### src/rtl/vai_pkg.sv
// Shared VAI definitions: header codes, default byte-stuffing codes and the framer state type.
package vai_pkg;

   localparam logic [7:0] READ  = 8'h00;
   localparam logic [7:0] WRITE = 8'h01;

   localparam logic [7:0] VAI_SOF     = 8'h7B;
   localparam logic [7:0] VAI_EOF     = 8'h7D;
   localparam logic [7:0] VAI_ESC     = 8'h7C;
   localparam logic [7:0] VAI_ESC_XOR = 8'h20;

   // StDrop is a sub-state of idle that swallows bytes up to the next EOF.
   typedef enum logic [2:0] {
      StIdle,
      StOpen,
      StData,
      StEscp,
      StDrop
   } framer_state_e;

endpackage

### src/rtl/vai_out_slice.sv
// Single-entry VAI output register with Start/Stop sideband; contents hold while stalled.
module vai_out_slice #(
   parameter int unsigned Width = 8
) (
   input  logic             Clk_i,
   input  logic             Reset_n_i,
   input  logic             push_i,
   input  logic [Width-1:0] data_i,
   input  logic             start_i,
   input  logic             stop_i,
   output logic             ready_o,
   output logic             valid_o,
   output logic [Width-1:0] data_o,
   output logic             start_o,
   output logic             stop_o,
   input  logic             accept_i
);

   logic             valid_q;
   logic [Width-1:0] data_q;
   logic             start_q;
   logic             stop_q;

   // A push may coincide with the downstream accept of the current entry.
   assign ready_o = !valid_q || accept_i;

   always_ff @(posedge Clk_i or negedge Reset_n_i) begin
      if (!Reset_n_i) begin
         valid_q <= 1'b0;
         data_q  <= '0;
         start_q <= 1'b0;
         stop_q  <= 1'b0;
      end else if (push_i) begin
         valid_q <= 1'b1;
         data_q  <= data_i;
         start_q <= start_i;
         stop_q  <= stop_i;
      end else if (accept_i) begin
         // Sideband flags are cleared so they never show without valid.
         valid_q <= 1'b0;
         start_q <= 1'b0;
         stop_q  <= 1'b0;
      end
   end

   assign valid_o = valid_q;
   assign data_o  = data_q;
   assign start_o = start_q;
   assign stop_o  = stop_q;

endmodule

### src/rtl/vai_byte_framer.sv
// Byte-stuffed stream to VAI frame converter; one byte of lookahead marks Stop on the last byte.
module vai_byte_framer
   import vai_pkg::*;
#(
   parameter logic [7:0]  SOF     = VAI_SOF,
   parameter logic [7:0]  EOF     = VAI_EOF,
   parameter logic [7:0]  ESC     = VAI_ESC,
   parameter logic [7:0]  ESC_XOR = VAI_ESC_XOR,
   parameter int unsigned MAX_LEN = 16
) (
   input  logic       Reset_n_i,
   input  logic       Clk_i,
   input  logic [7:0] RxData_i,
   input  logic       RxValid_i,
   output logic       RxAccept_o,
   output logic [7:0] Dout_o,
   output logic       DoutValid_o,
   output logic       DoutStart_o,
   output logic       DoutStop_o,
   input  logic       DoutAccept_i,
   output logic       FrameErr_o
);

   localparam logic [7:0] MaxLen = 8'(MAX_LEN);

   framer_state_e state_q, state_d;
   logic [7:0]    hold_q, hold_d;
   logic          first_q, first_d;
   logic          held_q, held_d;
   logic [7:0]    len_q, len_d;
   logic          err_q, err_d;

   logic       rx_ready;
   logic       rx_fire;
   logic       is_sof, is_eof, is_esc;
   logic       take;
   logic [7:0] payload;
   logic       push;
   logic [7:0] push_data;
   logic       push_start;
   logic       push_stop;

   assign rx_fire    = RxValid_i && rx_ready;
   assign RxAccept_o = rx_ready;
   assign is_sof     = (RxData_i == SOF);
   assign is_eof     = (RxData_i == EOF);
   assign is_esc     = (RxData_i == ESC);

   always_comb begin
      state_d    = state_q;
      hold_d     = hold_q;
      first_d    = first_q;
      held_d     = held_q;
      len_d      = len_q;
      err_d      = 1'b0;
      take       = 1'b0;
      payload    = RxData_i;
      push       = 1'b0;
      push_data  = hold_q;
      push_start = first_q;
      push_stop  = 1'b0;

      if (rx_fire) begin
         unique case (state_q)
            StIdle: begin
               if (is_sof) state_d = StOpen;
            end
            StDrop: begin
               if (is_sof)      state_d = StOpen;
               else if (is_eof) state_d = StIdle;
            end
            StOpen, StData: begin
               if (is_esc) begin
                  state_d = StEscp;
               end else if (is_eof) begin
                  // An EOF with nothing held means the frame was empty.
                  push      = held_q;
                  push_stop = 1'b1;
                  err_d     = !held_q;
                  held_d    = 1'b0;
                  len_d     = '0;
                  state_d   = StIdle;
               end else if (is_sof) begin
                  push      = held_q;
                  push_stop = 1'b1;
                  err_d     = held_q;
                  held_d    = 1'b0;
                  len_d     = '0;
                  state_d   = StOpen;
               end else begin
                  take = 1'b1;
               end
            end
            StEscp: begin
               if (is_sof || is_eof) begin
                  push      = held_q;
                  push_stop = 1'b1;
                  err_d     = 1'b1;
                  held_d    = 1'b0;
                  len_d     = '0;
                  state_d   = is_sof ? StOpen : StIdle;
               end else begin
                  take    = 1'b1;
                  payload = RxData_i ^ ESC_XOR;
               end
            end
            default: state_d = StIdle;
         endcase

         if (take) begin
            if (!held_q) begin
               hold_d  = payload;
               first_d = 1'b1;
               held_d  = 1'b1;
               len_d   = 8'd1;
               state_d = StData;
            end else if (len_q == MaxLen) begin
               // Overlength: close what we have, drop the rest of the frame.
               push      = 1'b1;
               push_stop = 1'b1;
               err_d     = 1'b1;
               held_d    = 1'b0;
               len_d     = '0;
               state_d   = StDrop;
            end else begin
               push    = 1'b1;
               hold_d  = payload;
               first_d = 1'b0;
               len_d   = len_q + 8'd1;
               state_d = StData;
            end
         end
      end
   end

   always_ff @(posedge Clk_i or negedge Reset_n_i) begin
      if (!Reset_n_i) begin
         state_q <= StIdle;
         hold_q  <= '0;
         first_q <= 1'b0;
         held_q  <= 1'b0;
         len_q   <= '0;
         err_q   <= 1'b0;
      end else begin
         state_q <= state_d;
         hold_q  <= hold_d;
         first_q <= first_d;
         held_q  <= held_d;
         len_q   <= len_d;
         err_q   <= err_d;
      end
   end

   assign FrameErr_o = err_q;

   vai_out_slice #(
      .Width(8)
   ) u_out_slice (
      .Clk_i    (Clk_i),
      .Reset_n_i(Reset_n_i),
      .push_i   (push),
      .data_i   (push_data),
      .start_i  (push_start),
      .stop_i   (push_stop),
      .ready_o  (rx_ready),
      .valid_o  (DoutValid_o),
      .data_o   (Dout_o),
      .start_o  (DoutStart_o),
      .stop_o   (DoutStop_o),
      .accept_i (DoutAccept_i)
   );

endmodule

### config.mk
export PLATFORM = sky130hd
export DESIGN_NAME = vai_byte_framer
export DESIGN_NICKNAME = d
export VERILOG_FILES = /design/src/rtl/vai_pkg.sv /design/src/rtl/vai_out_slice.sv /design/src/rtl/vai_byte_framer.sv
export SDC_FILE = /design/constraint.sdc
export NUM_CORES = 1
export LEC_CHECK = 0
export BUFFER_PORTS_ARGS = -buffer_cell sky130_fd_sc_hd__buf_2
export CELL_PAD_IN_SITES_DETAIL_PLACEMENT = 2
export CELL_PAD_IN_SITES_GLOBAL_PLACEMENT = 2
export CORE_MARGIN = 2
export CORE_UTILIZATION = 34
export DETAILED_ROUTE_END_ITERATION = 7
export HOLD_SLACK_MARGIN = 0.1
export PLACE_DENSITY_LB_ADDON = 0.3
export SETUP_SLACK_MARGIN = 0.3
export SYNTH_ARGS = -nofsm -noshare
export SYNTH_HDL_FRONTEND = slang
export SYNTH_SLANG_ARGS = --single-unit
### constraint.sdc
create_clock -name Clk_i -period 1.7 [get_ports Clk_i]
set_input_delay 0.34 -clock Clk_i [delete_from_list [all_inputs] [get_ports Clk_i]]
set_output_delay 0.34 -clock Clk_i [all_outputs]
set_load 0.005 [all_outputs]
==> impl_metrics.toml <==
[run_status]
status = "finished with violations"
violations = "negative setup slack"

[floorplanning]
fp.dieW_um = 76.5
die-area_mm2 = 0.00586
start_util = 0.350
num_io_pins = 25
die_y_um = 76.5
core_area_mm2 = 0.00511
row_count = 26

[timing]
worst_slew_pin_slew_ns = 0.449
worst_slack_ns = -0.280
slew_headroom = 0.696
finalMaxSlewViolations = 0
skew_ns = 0.0113
period_share = 1.16
hold_viol = 0
fin_crit_ns = 1.98
setup-violations-final = 33
fin_setup_tns_ns = -6.52
rsz0062_at_grt = "true"
fmax_ghz = 0.505

[clock_network]
clock_latency_ns = 0.31
cts_tree = "done"
cts_sinks = 33
path_clk_slew_ns = 0.08
h-tree-depth = 2
cts_root_buffer = "clkbuf_8"
clk_path_buf_depth = 2
cts_made_buffers = 5

[hold_path]
min_path_cells = 2
min-delay-start = "RxData_i[6]"
min_to = "hold_q[6]"
hold_class = "input pin to flip-flop"

[logic_synthesis]
synthesis.nets = 168
synth_edf_count = 0
synth_top_cell_area_share = 0.462
syn_inst = 154
synth.avg_cell_area_um2 = 11.6
synth.distinct_cells = 49
ys.flop_type = "dfrtp_1"
synth-seq-area-share = 0.462
async_flop_share = 1.00
synth_top_area_cell = "dfrtp_1"
synth_area_leaders = "dfrtp_1 46%, mux2_4 11%, buf_6 2.5%"
yosysWarningCount = 0
syn-cell-area_mm2 = 0.00179
synth-seq-cells = 33
synthTopCellsByCount = "33 x dfrtp_1, 13 x mux2_4, 10 x nand2_1, 8 x nor2_1"
yosysMostFrequentCell = "dfrtp_1"

[worst_setup_path]
critPathArrivalTime_ns = 2.17
start_kind = "flip-flop"
ff2ff_path_depth = 7
end_kind = "flip-flop"
worstSetupStartpoint = "u_out_slice.valid_o"
path_max_fanout = 7
reg2reg_from = "u_out_slice.valid_o"
crit_type = "flip-flop to flip-flop"
r2r_slack_ns = -0.28
worst_r2r_endpoint = "held_q"
required_ns = 1.89

[finish]
design_area_mm2 = 0.00277
num-nets-final = 251
fill_cells = 499
area_growth_pct = 54.6
n_antenna_cell = 0
layout-drive-gt1-share = 0.567

[global_route]
overflow = 0
grt_pass1_vias = 1920
grt_pass1_wl_mm = 11.9
antenna_found_initial = 0
grtUsageTotal = 0.278
grt_max_degree = 34

[power]
ir_drop_mv = 0.892
p_leak_nw = 1.32
power_density_mw_per_mm2 = 1540

[placement]
placed_area_mm2 = 0.00225
globalplace.congestion = 0.859
port_buffers = 24
place_hpwl_mm = 4.44

[drt]
wirelength_mm = 9.15
wl_per_cell_um = 29.7
initialDrtViolationCount = 86
vias = 1715
drtPass1Iterations = 4
route.detailed.drc = 0
postRouteAntennaNets = 0
via_per_inst = 5.57

[job]
maxCapViolations = 0
-- cell type report --
type,count,area (µm²),share of cell area
Clock buffer,7,86.3,0.0312
Inverter,4,15.0,0.00543
Tap cell,70,87.6,0.0317
Sequential cell,33,828,0.299
Timing Repair Buffer,81,624,0.226
Clock inverter,1,30.0,0.0109
Multi-Input combinational cell,112,1090,0.396
-- flip-flops by register name, indices dropped and copies added (netlist names) --
| register | cells |
|---|---|
| first_q | 1 |
| state_q | 3 |
| FrameErr_o | 1 |
| hold_q | 8 |
| u_out_slice.stop_o | 1 |
| u_out_slice.valid_o | 1 |
| len_q | 8 |
| u_out_slice.data_o | 8 |
| held_q | 1 |
| u_out_slice.start_o | 1 |
-- per-layer routing --
layer,vias to the layer above,share of wire,track usage
li1,737,-,-
met1,912,0.39,0.280
met2,42,0.54,0.542
met3,24,0.031,0.0557
met4,0,0.033,0.125
met5,-,0,0
-- per-stage QoR --
step                hold WS [ns]  cells  total power, mW   util  setup WS, ns
CTS                        0.301    301             3.76  0.503        -0.126
floorplan                 0.0444    154             2.13      -        -0.269
global placement           0.384    282             2.65  0.441        -0.388
detailed placement         0.401    282             2.80  0.441        -0.460
finish                     0.314    308             4.25  0.542        -0.280
global route               0.308    308             4.41  0.542        -0.315
-- what timing repair did --
item | in CTS | in global routing
endpoints found under the setup margin | 33 | 34
hold buffers | 1 | 0
pin swaps | 15 | 12
hold endpoints to repair | 33 | 0
resized for setup | 25 | 35
buffers inserted | 9 | 6
gates cloned | 1 | 1
-- layout by cell type (no fill, tap or decap), drive strengths merged, types with 2 or more instances in the layout --
cell / count
clkbuf: 7
nand4: 3
a22o: 5
inv: 4
dfrtp: 33
ha: 2
buf: 80
nor4: 3
o21ai: 7
nand3: 5
nand2: 10
mux2: 17
nor3: 2
nor4b: 2
a211o: 3
o22ai: 2
nor2: 11
nor2b: 5
a21oi: 3
nand2b: 4
a21o: 3
xnor2: 2
and3: 4
-- how the worst max path moves through the flow --
| stage | end | slack [ns] | cells past startpoint |
|---|---|---|---|
| 3_5_place_dp | len_q[3] | -0.46 | 7 |
| 3_3_place_gp | len_q[3] | -0.39 | 7 |
| 4_1_cts | len_q[3] | -0.13 | 5 |
| 5_1_grt | held_q | -0.31 | 7 |
| 6_report | held_q | -0.28 | 7 |
| 2_1_floorplan | hold_q[0] | -0.27 | 7 |
-- report_power, final --
part           leakage [nW]  switching [mW]  internal [mW]
Combinational         0.856           0.978           1.05
Clock                0.0585           0.333          0.478
Sequential            0.401           0.318           1.10
Total                  1.32            1.63           2.62
-- logic make-up (layout without fill, tap and decap cells) --
logic type / Yosys count / in the layout / synth area share
muxes: 18 / 18 / 0.140
and+or+nand+nor: 55 / 56 / 0.188
AOI/OAI and AO/OA: 32 / 33 / 0.141
xor gates and xnor gates: 3 / 3 / 0.0147
DFF: 33 / 33 / 0.462
adders and majority gates: 2 / 2 / 0.0140
buffers and inverters: 11 / 93 / 0.0413
-- critical path, stage by stage (launching register included) --
cell and delay (ns):
dfrtp_1 0.44, nand2b_4 0.12, nand2_4 0.06, or4_4 0.63
buf_8 0.19, buf_4 0.13, buf_6 0.11, a21o_1 0.17
No activity file was read; power rests on OpenSTA's default activity.
